## src/rtl/regfile_write_arbiter_if.sv

```systemverilog
// regfile_write_arbiter_if: requester handshakes, register-file write port and arbiter counters
interface regfile_write_arbiter_if #(
  parameter int DATA_W = 32,
  parameter int ADDR_W = 5,
  parameter int NREG   = 32
);
  logic              a_valid;
  logic [ADDR_W-1:0] a_addr;
  logic [DATA_W-1:0] a_data;
  logic              a_ready;
  logic              b_valid;
  logic [ADDR_W-1:0] b_addr;
  logic [DATA_W-1:0] b_data;
  logic              b_ready;
  logic              wr_valid;
  logic [ADDR_W-1:0] wr_addr;
  logic [DATA_W-1:0] wr_data;
  logic [NREG-1:0]   wr_en;
  logic [7:0]        conflict_cnt;
  logic [7:0]        drop_cnt;
  modport master (
    output a_valid, a_addr, a_data, b_valid, b_addr, b_data,
    input  a_ready, b_ready, wr_valid, wr_addr, wr_data, wr_en, conflict_cnt, drop_cnt
  );
  modport slave (
    input  a_valid, a_addr, a_data, b_valid, b_addr, b_data,
    output a_ready, b_ready, wr_valid, wr_addr, wr_data, wr_en, conflict_cnt, drop_cnt
  );
endinterface

```

## src/rtl/regfile_write_arbiter.sv

```systemverilog
// regfile_write_arbiter: round-robin sharing of the register-file write port with one-hot enable
module regfile_write_arbiter #(
  parameter int DATA_W = 32,
  parameter int ADDR_W = 5,
  parameter int NREG   = 32
) (
  input logic                  clk,
  input logic                  reset,
  regfile_write_arbiter_if.slave bus
);
  typedef enum logic {LAST_A, LAST_B} last_t;
  last_t             last_q, last_d;
  logic              grant_a, grant_b, xfer, hit;
  logic [ADDR_W-1:0] sel_addr;
  logic [DATA_W-1:0] sel_data;
  logic              wr_valid_q;
  logic [ADDR_W-1:0] wr_addr_q;
  logic [DATA_W-1:0] wr_data_q;
  logic [NREG-1:0]   wr_en_q;
  logic [7:0]        conflict_q, drop_q;
  always_comb begin
    grant_a  = !reset && bus.a_valid && (!bus.b_valid || last_q == LAST_B);
    grant_b  = !reset && bus.b_valid && (!bus.a_valid || last_q == LAST_A);
    xfer     = grant_a || grant_b;
    sel_addr = grant_a ? bus.a_addr : bus.b_addr;
    sel_data = grant_a ? bus.a_data : bus.b_data;
    hit      = xfer && sel_addr != '0;
    last_d   = grant_a ? LAST_A : grant_b ? LAST_B : last_q;
  end
  always_ff @(posedge clk) begin
    if (reset) begin
      last_q     <= LAST_B;
      wr_valid_q <= 1'b0;
      wr_addr_q  <= '0;
      wr_data_q  <= '0;
      wr_en_q    <= '0;
      conflict_q <= '0;
      drop_q     <= '0;
    end else begin
      last_q     <= last_d;
      wr_valid_q <= hit;
      wr_en_q    <= hit ? NREG'(1) << sel_addr : '0;
      if (xfer) begin
        wr_addr_q <= sel_addr;
        wr_data_q <= sel_data;
      end
      if (bus.a_valid && bus.b_valid && conflict_q != 8'hFF) conflict_q <= conflict_q + 8'd1;
      // writes to r0 are accepted but never reach the array
      if (xfer && !hit && drop_q != 8'hFF) drop_q <= drop_q + 8'd1;
    end
  end
  assign bus.a_ready      = grant_a;
  assign bus.b_ready      = grant_b;
  assign bus.wr_valid     = wr_valid_q;
  assign bus.wr_addr      = wr_addr_q;
  assign bus.wr_data      = wr_data_q;
  assign bus.wr_en        = wr_en_q;
  assign bus.conflict_cnt = conflict_q;
  assign bus.drop_cnt     = drop_q;
endmodule

```

## src/flat_wrapper.sv

```systemverilog
// flat-port wrapper written by rule: the top's interface ports become plain ports
module regfile_write_arbiter_flat 
#(
  parameter int DATA_W = 32,
  parameter int ADDR_W = 5,
  parameter int NREG   = 32
)
  (clk, reset, bus_a_valid, bus_a_addr, bus_a_data, bus_b_valid, bus_b_addr, bus_b_data, bus_a_ready, bus_b_ready, bus_wr_valid, bus_wr_addr, bus_wr_data, bus_wr_en, bus_conflict_cnt, bus_drop_cnt);
  regfile_write_arbiter_if #(.DATA_W(DATA_W), .ADDR_W(ADDR_W), .NREG(NREG)) bus_i ();
  input logic clk;
  input logic reset;
  input wire logic [$bits(bus_i.a_valid)-1:0] bus_a_valid;
  input wire logic [$bits(bus_i.a_addr)-1:0] bus_a_addr;
  input wire logic [$bits(bus_i.a_data)-1:0] bus_a_data;
  input wire logic [$bits(bus_i.b_valid)-1:0] bus_b_valid;
  input wire logic [$bits(bus_i.b_addr)-1:0] bus_b_addr;
  input wire logic [$bits(bus_i.b_data)-1:0] bus_b_data;
  output wire logic [$bits(bus_i.a_ready)-1:0] bus_a_ready;
  output wire logic [$bits(bus_i.b_ready)-1:0] bus_b_ready;
  output wire logic [$bits(bus_i.wr_valid)-1:0] bus_wr_valid;
  output wire logic [$bits(bus_i.wr_addr)-1:0] bus_wr_addr;
  output wire logic [$bits(bus_i.wr_data)-1:0] bus_wr_data;
  output wire logic [$bits(bus_i.wr_en)-1:0] bus_wr_en;
  output wire logic [$bits(bus_i.conflict_cnt)-1:0] bus_conflict_cnt;
  output wire logic [$bits(bus_i.drop_cnt)-1:0] bus_drop_cnt;
  assign bus_i.a_valid = bus_a_valid;
  assign bus_i.a_addr = bus_a_addr;
  assign bus_i.a_data = bus_a_data;
  assign bus_i.b_valid = bus_b_valid;
  assign bus_i.b_addr = bus_b_addr;
  assign bus_i.b_data = bus_b_data;
  assign bus_a_ready = bus_i.a_ready;
  assign bus_b_ready = bus_i.b_ready;
  assign bus_wr_valid = bus_i.wr_valid;
  assign bus_wr_addr = bus_i.wr_addr;
  assign bus_wr_data = bus_i.wr_data;
  assign bus_wr_en = bus_i.wr_en;
  assign bus_conflict_cnt = bus_i.conflict_cnt;
  assign bus_drop_cnt = bus_i.drop_cnt;
  regfile_write_arbiter #(.DATA_W(DATA_W), .ADDR_W(ADDR_W), .NREG(NREG)) u_core (.clk(clk), .reset(reset), .bus(bus_i));
endmodule
```

## config.mk

```make
export PLATFORM = sky130hd
export DESIGN_NAME = regfile_write_arbiter_flat
export DESIGN_NICKNAME = d
export VERILOG_FILES = /design/src/rtl/regfile_write_arbiter_if.sv /design/src/rtl/regfile_write_arbiter.sv /design/src/flat_wrapper.sv
export SDC_FILE = /design/constraint.sdc
export NUM_CORES = 1
export LEC_CHECK = 0
export BUFFER_PORTS_ARGS = -buffer_cell sky130_fd_sc_hd__buf_4
export CAP_MARGIN = 20
export CORE_AREA = 2 2 91 84
export CTS_BUF_LIST = sky130_fd_sc_hd__clkbuf_4
export DETAILED_ROUTE_END_ITERATION = 6
export DIE_AREA = 0 0 93 86
export PLACE_DENSITY = 0.86
export SYNTH_ARGS = -nofsm -noshare
export SYNTH_HDL_FRONTEND = slang
export SYNTH_SLANG_ARGS = --single-unit
```

## constraint.sdc

```tcl
create_clock -name clk -period 2.4 [get_ports clk]
set_input_delay 0.36 -clock clk [delete_from_list [all_inputs] [get_ports clk]]
set_output_delay 0.36 -clock clk [all_outputs]
set_load 0.03 [all_outputs]
```

==> results of run 1 <==
-- layer usage --
metal | part of all wire | up-vias | global-route usage
met5 | 0 | - | 0
met4 | 0.018 | 0 | 0.100
met3 | 0.070 | 17 | 0.0527
met2 | 0.51 | 152 | 0.414
met1 | 0.40 | 1646 | 0.319
li1 | - | 1756 | -
-- per-stage QoR --
step,setup slack [ns],total power [W]
5_1_grt,0.0446,0.00309
3_3_place_gp,0.480,0.00214
3_5_place_dp,0.433,0.00216
4_1_cts,0.0958,0.00296
6_report,0.219,0.00294
2_1_floorplan,0.710,0.00190
-- sequential cells by signal (all words and copies together) (netlist names) --
name / count
u_core.bus.wr_data: 32
u_core.bus.wr_en: 32
u_core.bus.conflict_cnt: 8
u_core.bus.drop_cnt: 8
u_core.bus.wr_addr: 5
u_core.bus.wr_valid: 1
u_core.last_q: 1
-- worst paths after layout --
check | start | end | slack [ns] | depth (start not counted)
hold reg to reg | u_core.bus.wr_addr[3] | u_core.bus.wr_addr[3] | 0.50 | 2
hold / removal | bus_b_data[0] | u_core.bus.wr_data[0] | 0.18 | 3
setup reg to reg | u_core.bus.drop_cnt[0] | u_core.bus.drop_cnt[1] | 0.65 | 6
setup / recovery | u_core.last_q | bus_a_ready | 0.22 | 5
-- cell type report --
| type | instances | area (um2) |
|---|---|---|
| clock buffers | 9 | 67.6 |
| clock inverters | 6 | 68.8 |
| fillers | 546 | 1960 |
| inverters | 11 | 41.3 |
| multi-input cells | 286 | 1640 |
| flip-flops and latches | 87 | 1740 |
| well taps | 93 | 116 |
| repair buffers | 176 | 1330 |
-- cells by family (layout without fill, tap and decap cells) --
logic type,after synthesis,after routing,share of synthesized area
and+or+nand+nor,203,203,0.259
DFF,87,87,0.488
AOI/OAI and AO/OA,70,70,0.162
buffers and inverters,37,202,0.0561
muxes,6,6,0.0172
xor gates and xnor gates,4,4,0.00982
adders and majority gates,2,2,0.00701
other,1,1,0.00105
-- cells in the final DEF, fill, tap and decap left out, types with 2 or more instances in the layout --
cell type,instances
buf_4,175
dfxtp_1,87
nand2_1,75
nor2_1,63
a311oi_1,35
nor3_1,27
inv_1,10
a21oi_1,10
clkbuf_4,9
nand3_1,6
and3_1,6
nand2b_1,5
mux2i_1,5
nand4_1,5
nor3b_1,4
a211oi_1,4
a21o_2,4
nor2b_1,2
nor3_2,2
o21ai_1,2
a31oi_2,2
o21ai_2,2
xnor2_1,2
xor2_1,2
o21ai_0,2
ha_1,2
inv_6,2
-- critical path, stage by stage (launching register included) --
cell	delay (ns)
dfxtp_1	0.40
nand2b_1	0.23
nand2_2	0.19
inv_2	0.14
buf_4	0.24
buf_4	0.20
-- power groups by stage --
stage / sequential (W) / clock [W] / combinational (W)
after floorplan: 0.00168 / 0 / 0.000214
after global placement: 0.00157 / 0 / 0.000572
after detailed placement: 0.00157 / 0 / 0.000586
after CTS: 0.00154 / 0.000835 / 0.000586
after global routing: 0.00155 / 0.000911 / 0.000630
final: 0.00154 / 0.000818 / 0.000587
-- repair_timing --
action,4_1_cts,5_1_grt
hold buffers,0,0
setup endpoints to repair,0,1
resized for setup,0,1
==> results.txt, run 1 <==
Status - finished, final reports clean
Setup violations, final - 0
Mapped cell area - 3570 um2
Grt total ovfl - 0
DPL Wire Length - 7540 um
Final worst path period share - 0.909
Layout area overhead - 40.3%
Fin Setup TNS - 0 ns
Postcts setup bufs - 0
Setup CP Type - flop to output port
Placed cells - 653
Hold Crit Class - primary input to flop
CTS tree - built
Seq cells post-synth - 87
RSZ-0062 raised after global routing - false
Type of origin of the critical path - flop
Clock latency at the later pin of the worst-skew pair - 0.44 ns
Sw Share - 0.297
Port Buffers - 165
Reg power frac - 0.523
Worst-margin pin slew - 0.552 ns
Combinational power share - 0.199
CTS H-tree lvls - 3
Die Wd - 93 um
Fmax - 459 MHz
Post-synthesis cell type count - 47
Clock period minus worst slack - 2.18 ns
Top FF cell, synth - dfxtp_1
Die outline area - 8000 um2
Share of cells above drive strength 1 - 0.365
Cell chosen for the clock root - clkbuf_4
CP Data Arrival Time - 1.82 ns
Total Routing Usage GR - 0.250
Drt wl/cell - 15.1 um
Routed WL - 10100 um
Top Ports - 166
Hold WS - 0.177 ns
Critical Path End Type - output port
Vert. Die Dim - 86 um
Synth top area cells - dfxtp_1 49%, a311oi_1 8.6%, nand2_1 8.0%
Slew Limit Fails - 0
Internal power - 0.00207 W
First-pass GRT wire length - 16000 um
Gate Count Post-Synth - 410
1st-iter DRT viols - 245
Max-cap violations - 0
Final hold viol count - 0
Syn Nets - 490
TritonCTS buffer count - 9
Register area share after synthesis - 0.488
Finished Cell Area - 5000 um2
Cell taking the most area after synthesis - dfxtp_1
VDD IR max - 373 uV
Fin Clk Skew - 0.0139 ns
Clock Sinks - 87
Clock power share - 0.278
Most frequent cells after synthesis - 87 x dfxtp_1, 76 x nand2_1, 64 x nor2_1
Slew HR - 0.629
Avg Inst Size Synth - 8.70 um2
Total number of vias - 3571
Clk pin slew, worst setup/hold paths - 0.14 ns
Post-route insts no fill - 668
Vias in the first global route - 3344
Net total in the final layout - 651
Routed Antenna Nets - 0
Pwr Density - 588 nW/um2
Drt pass-1 iters - 4
Final Wtd Congestion - 0.837
Ys Warns - 0
Post-DP Area - 4870 um2
Worst-path fanout max - 19
Yosys top cell area share - 0.488
Finished Core Util - 0.718
Num rows - 29
# diodes - 0
Ys async rst share - 0
Initial core utilization - 0.512
LEAKAGE - 2.24 nW
Cell with the most instances after synthesis - dfxtp_1
Residual DRC count - 0
CTS max path bufs - 2
Initial antenna violation count - 0
Via/cell ratio - 5.35
Core Area - 6970 um2
Maximum number of pins on one net before global-route repair - 41
EDFF count, synth - 0
CP required - 2.04 ns
Psw - 0.000875 W
No activity file was read; power rests on OpenSTA's default activity.
==> inputs of run 2 (changes only) <==
--- a/config.mk
+++ b/config.mk
@@ -7,11 +7,11 @@
 export LEC_CHECK = 0
 export BUFFER_PORTS_ARGS = -buffer_cell sky130_fd_sc_hd__buf_4
 export CAP_MARGIN = 20
-export CORE_AREA = 2 2 91 84
+export CORE_AREA = 2 2 127 117
 export CTS_BUF_LIST = sky130_fd_sc_hd__clkbuf_4
 export DETAILED_ROUTE_END_ITERATION = 6
-export DIE_AREA = 0 0 93 86
-export PLACE_DENSITY = 0.86
+export DIE_AREA = 0 0 129 119
+export HOLD_SLACK_MARGIN = 0.15
 export SYNTH_ARGS = -nofsm -noshare
 export SYNTH_HDL_FRONTEND = slang
 export SYNTH_SLANG_ARGS = --single-unit
==> run 2 against run 1 <==
Global-route usage down 9.7 points. Maximum frequency down 2.8%. Hold slack better by 0.014 ns. Final area up 17%. Critical path depth unchanged. Combinational power up 19%. Routed wire length up 16%. Clock skew down 0.0083 ns. First-iteration DRC count down 15%. Non-clock buffer count up 66. Worst setup slack worse by 0.062 ns. Largest cell class is now buffers.
==> results.txt, run 2 (synthesis results as in run 1) <==
Routed WL - 11600 um
Layout area overhead - 64.7%
Type of origin of the critical path - flop
Worst-margin pin slew - 0.576 ns
Hold WS - 0.191 ns
Setup CP Type - flop to output port
Slew HR - 0.613
Slew Limit Fails - 0
CP Data Arrival Time - 1.88 ns
Final Wtd Congestion - 0.787
Vias in the first global route - 3727
Fin Clk Skew - 0.00568 ns
Drt pass-1 iters - 4
Worst-path fanout max - 33
Clock latency at the later pin of the worst-skew pair - 0.47 ns
Total Routing Usage GR - 0.153
Most frequent cells in the layout - 172 x buf_4, 87 x dfxtp_1, 75 x nand2_1
CTS H-tree lvls - 3
Setup violations, final - 0
TritonCTS buffer count - 9
Die outline area - 15400 um2
R2R Setup Slk - 0.17 ns
Maximum number of pins on one net before global-route repair - 53
Residual DRC count - 0
Post-DP Area - 4980 um2
LEAKAGE - 2.60 nW
Port Buffers - 165
Fmax - 446 MHz
Vert. Die Dim - 119 um
CTS tree - built
Clock Sinks - 87
Top Ports - 166
Finished Cell Area - 5880 um2
CP required - 2.04 ns
Most common cell after layout, fill and taps aside - buf_4
Grt total ovfl - 0
VDD IR max - 292 uV
Num rows - 42
Pwr Density - 562 nW/um2
Cell chosen for the clock root - clkbuf_4
Clk pin slew, worst setup/hold paths - 0.14 ns
Hold Crit Class - primary input to flop
DPL Wire Length - 7990 um
Initial antenna violation count - 2
Share of cells above drive strength 1 - 0.326
Fill cells - 1398
Drt wl/cell - 13.8 um
Clock period minus worst slack - 2.24 ns
Final worst path period share - 0.935
Routed Antenna Nets - 0
Core Area - 14200 um2
PnR Total Power - 0.00330 W
Die Wd - 129 um
Net total in the final layout - 717
Critical Path End Type - output port
First-pass GRT wire length - 18400 um
Final hold viol count - 0
Total number of vias - 3835
Fin Setup TNS - 0 ns
Via/cell ratio - 4.55
CTS max path bufs - 2
Status - finished, final reports clean
Initial core utilization - 0.250
Max-cap violations - 0
1st-iter DRT viols - 208
==> run 2: metrics by stage <==
stage / utilization / setup WS, ns / cells
floorplan: - / 0.710 / 410
global placement: 0.350 / 0.396 / 756
detailed placement: 0.350 / 0.326 / 756
CTS: 0.412 / 0.0159 / 840
global route: 0.413 / -0.0105 / 843
finish: 0.413 / 0.157 / 843
==> run 2: where the power goes <==
part / leakage (nW) / switching, W / internal [W] / total, W
Clock: 0.0965 / 0.000535 / 0.000530 / 0.00106
Combinational: 1.79 / 0.000368 / 0.000332 / 0.000700
Sequential: 0.711 / 0.0000341 / 0.00150 / 0.00154
Total: 2.60 / 0.000937 / 0.00237 / 0.00330
==> run 2: cell type report <==
cell class | instances | area (um2) | area share
Timing Repair Buffer | 242 | 2010 | 0.342
Sequential cell | 87 | 1740 | 0.296
Multi-Input combinational cell | 286 | 1640 | 0.279
Tap cell | 198 | 248 | 0.0422
Clock inverter | 7 | 120 | 0.0204
Clock buffer | 9 | 67.6 | 0.0115
Inverter | 11 | 43.8 | 0.00745
Antenna cell | 3 | 7.51 | 0.00128
==> run 2: routing by layer <==
metal / part of all wire / track usage / vias to the layer above
li1: - / - / 1896
met1: 0.40 / 0.176 / 1764
met2: 0.49 / 0.258 / 148
met3: 0.086 / 0.0544 / 27
met4: 0.028 / 0.0625 / 0
met5: 0 / 0 / -
==> run 2: timing repair <==
action,CTS,global route
endpoints found under the hold margin,35,0
setup buffers,0,0
resized for setup,2,2
endpoints found under the setup margin,1,20
hold buffers,68,0
==> run 2: path summary, 6_finish.rpt <==
kind	cells after the start	to	start
setup / recovery	5	bus_a_ready	u_core.last_q
hold / removal	3	u_core.bus.wr_addr[1]	bus_b_addr[1]
setup reg to reg	7	u_core.bus.wr_data[31]	u_core.last_q
hold reg to reg	2	u_core.bus.wr_addr[3]	u_core.bus.wr_addr[3]
==> run 2: worst max-delay path: stages, from the launching register on <==
cell,delay (ns)
dfxtp_1,0.40
nand2b_1,0.25
nand2_4,0.16
inv_4,0.14
buf_8,0.22
buf_4,0.20
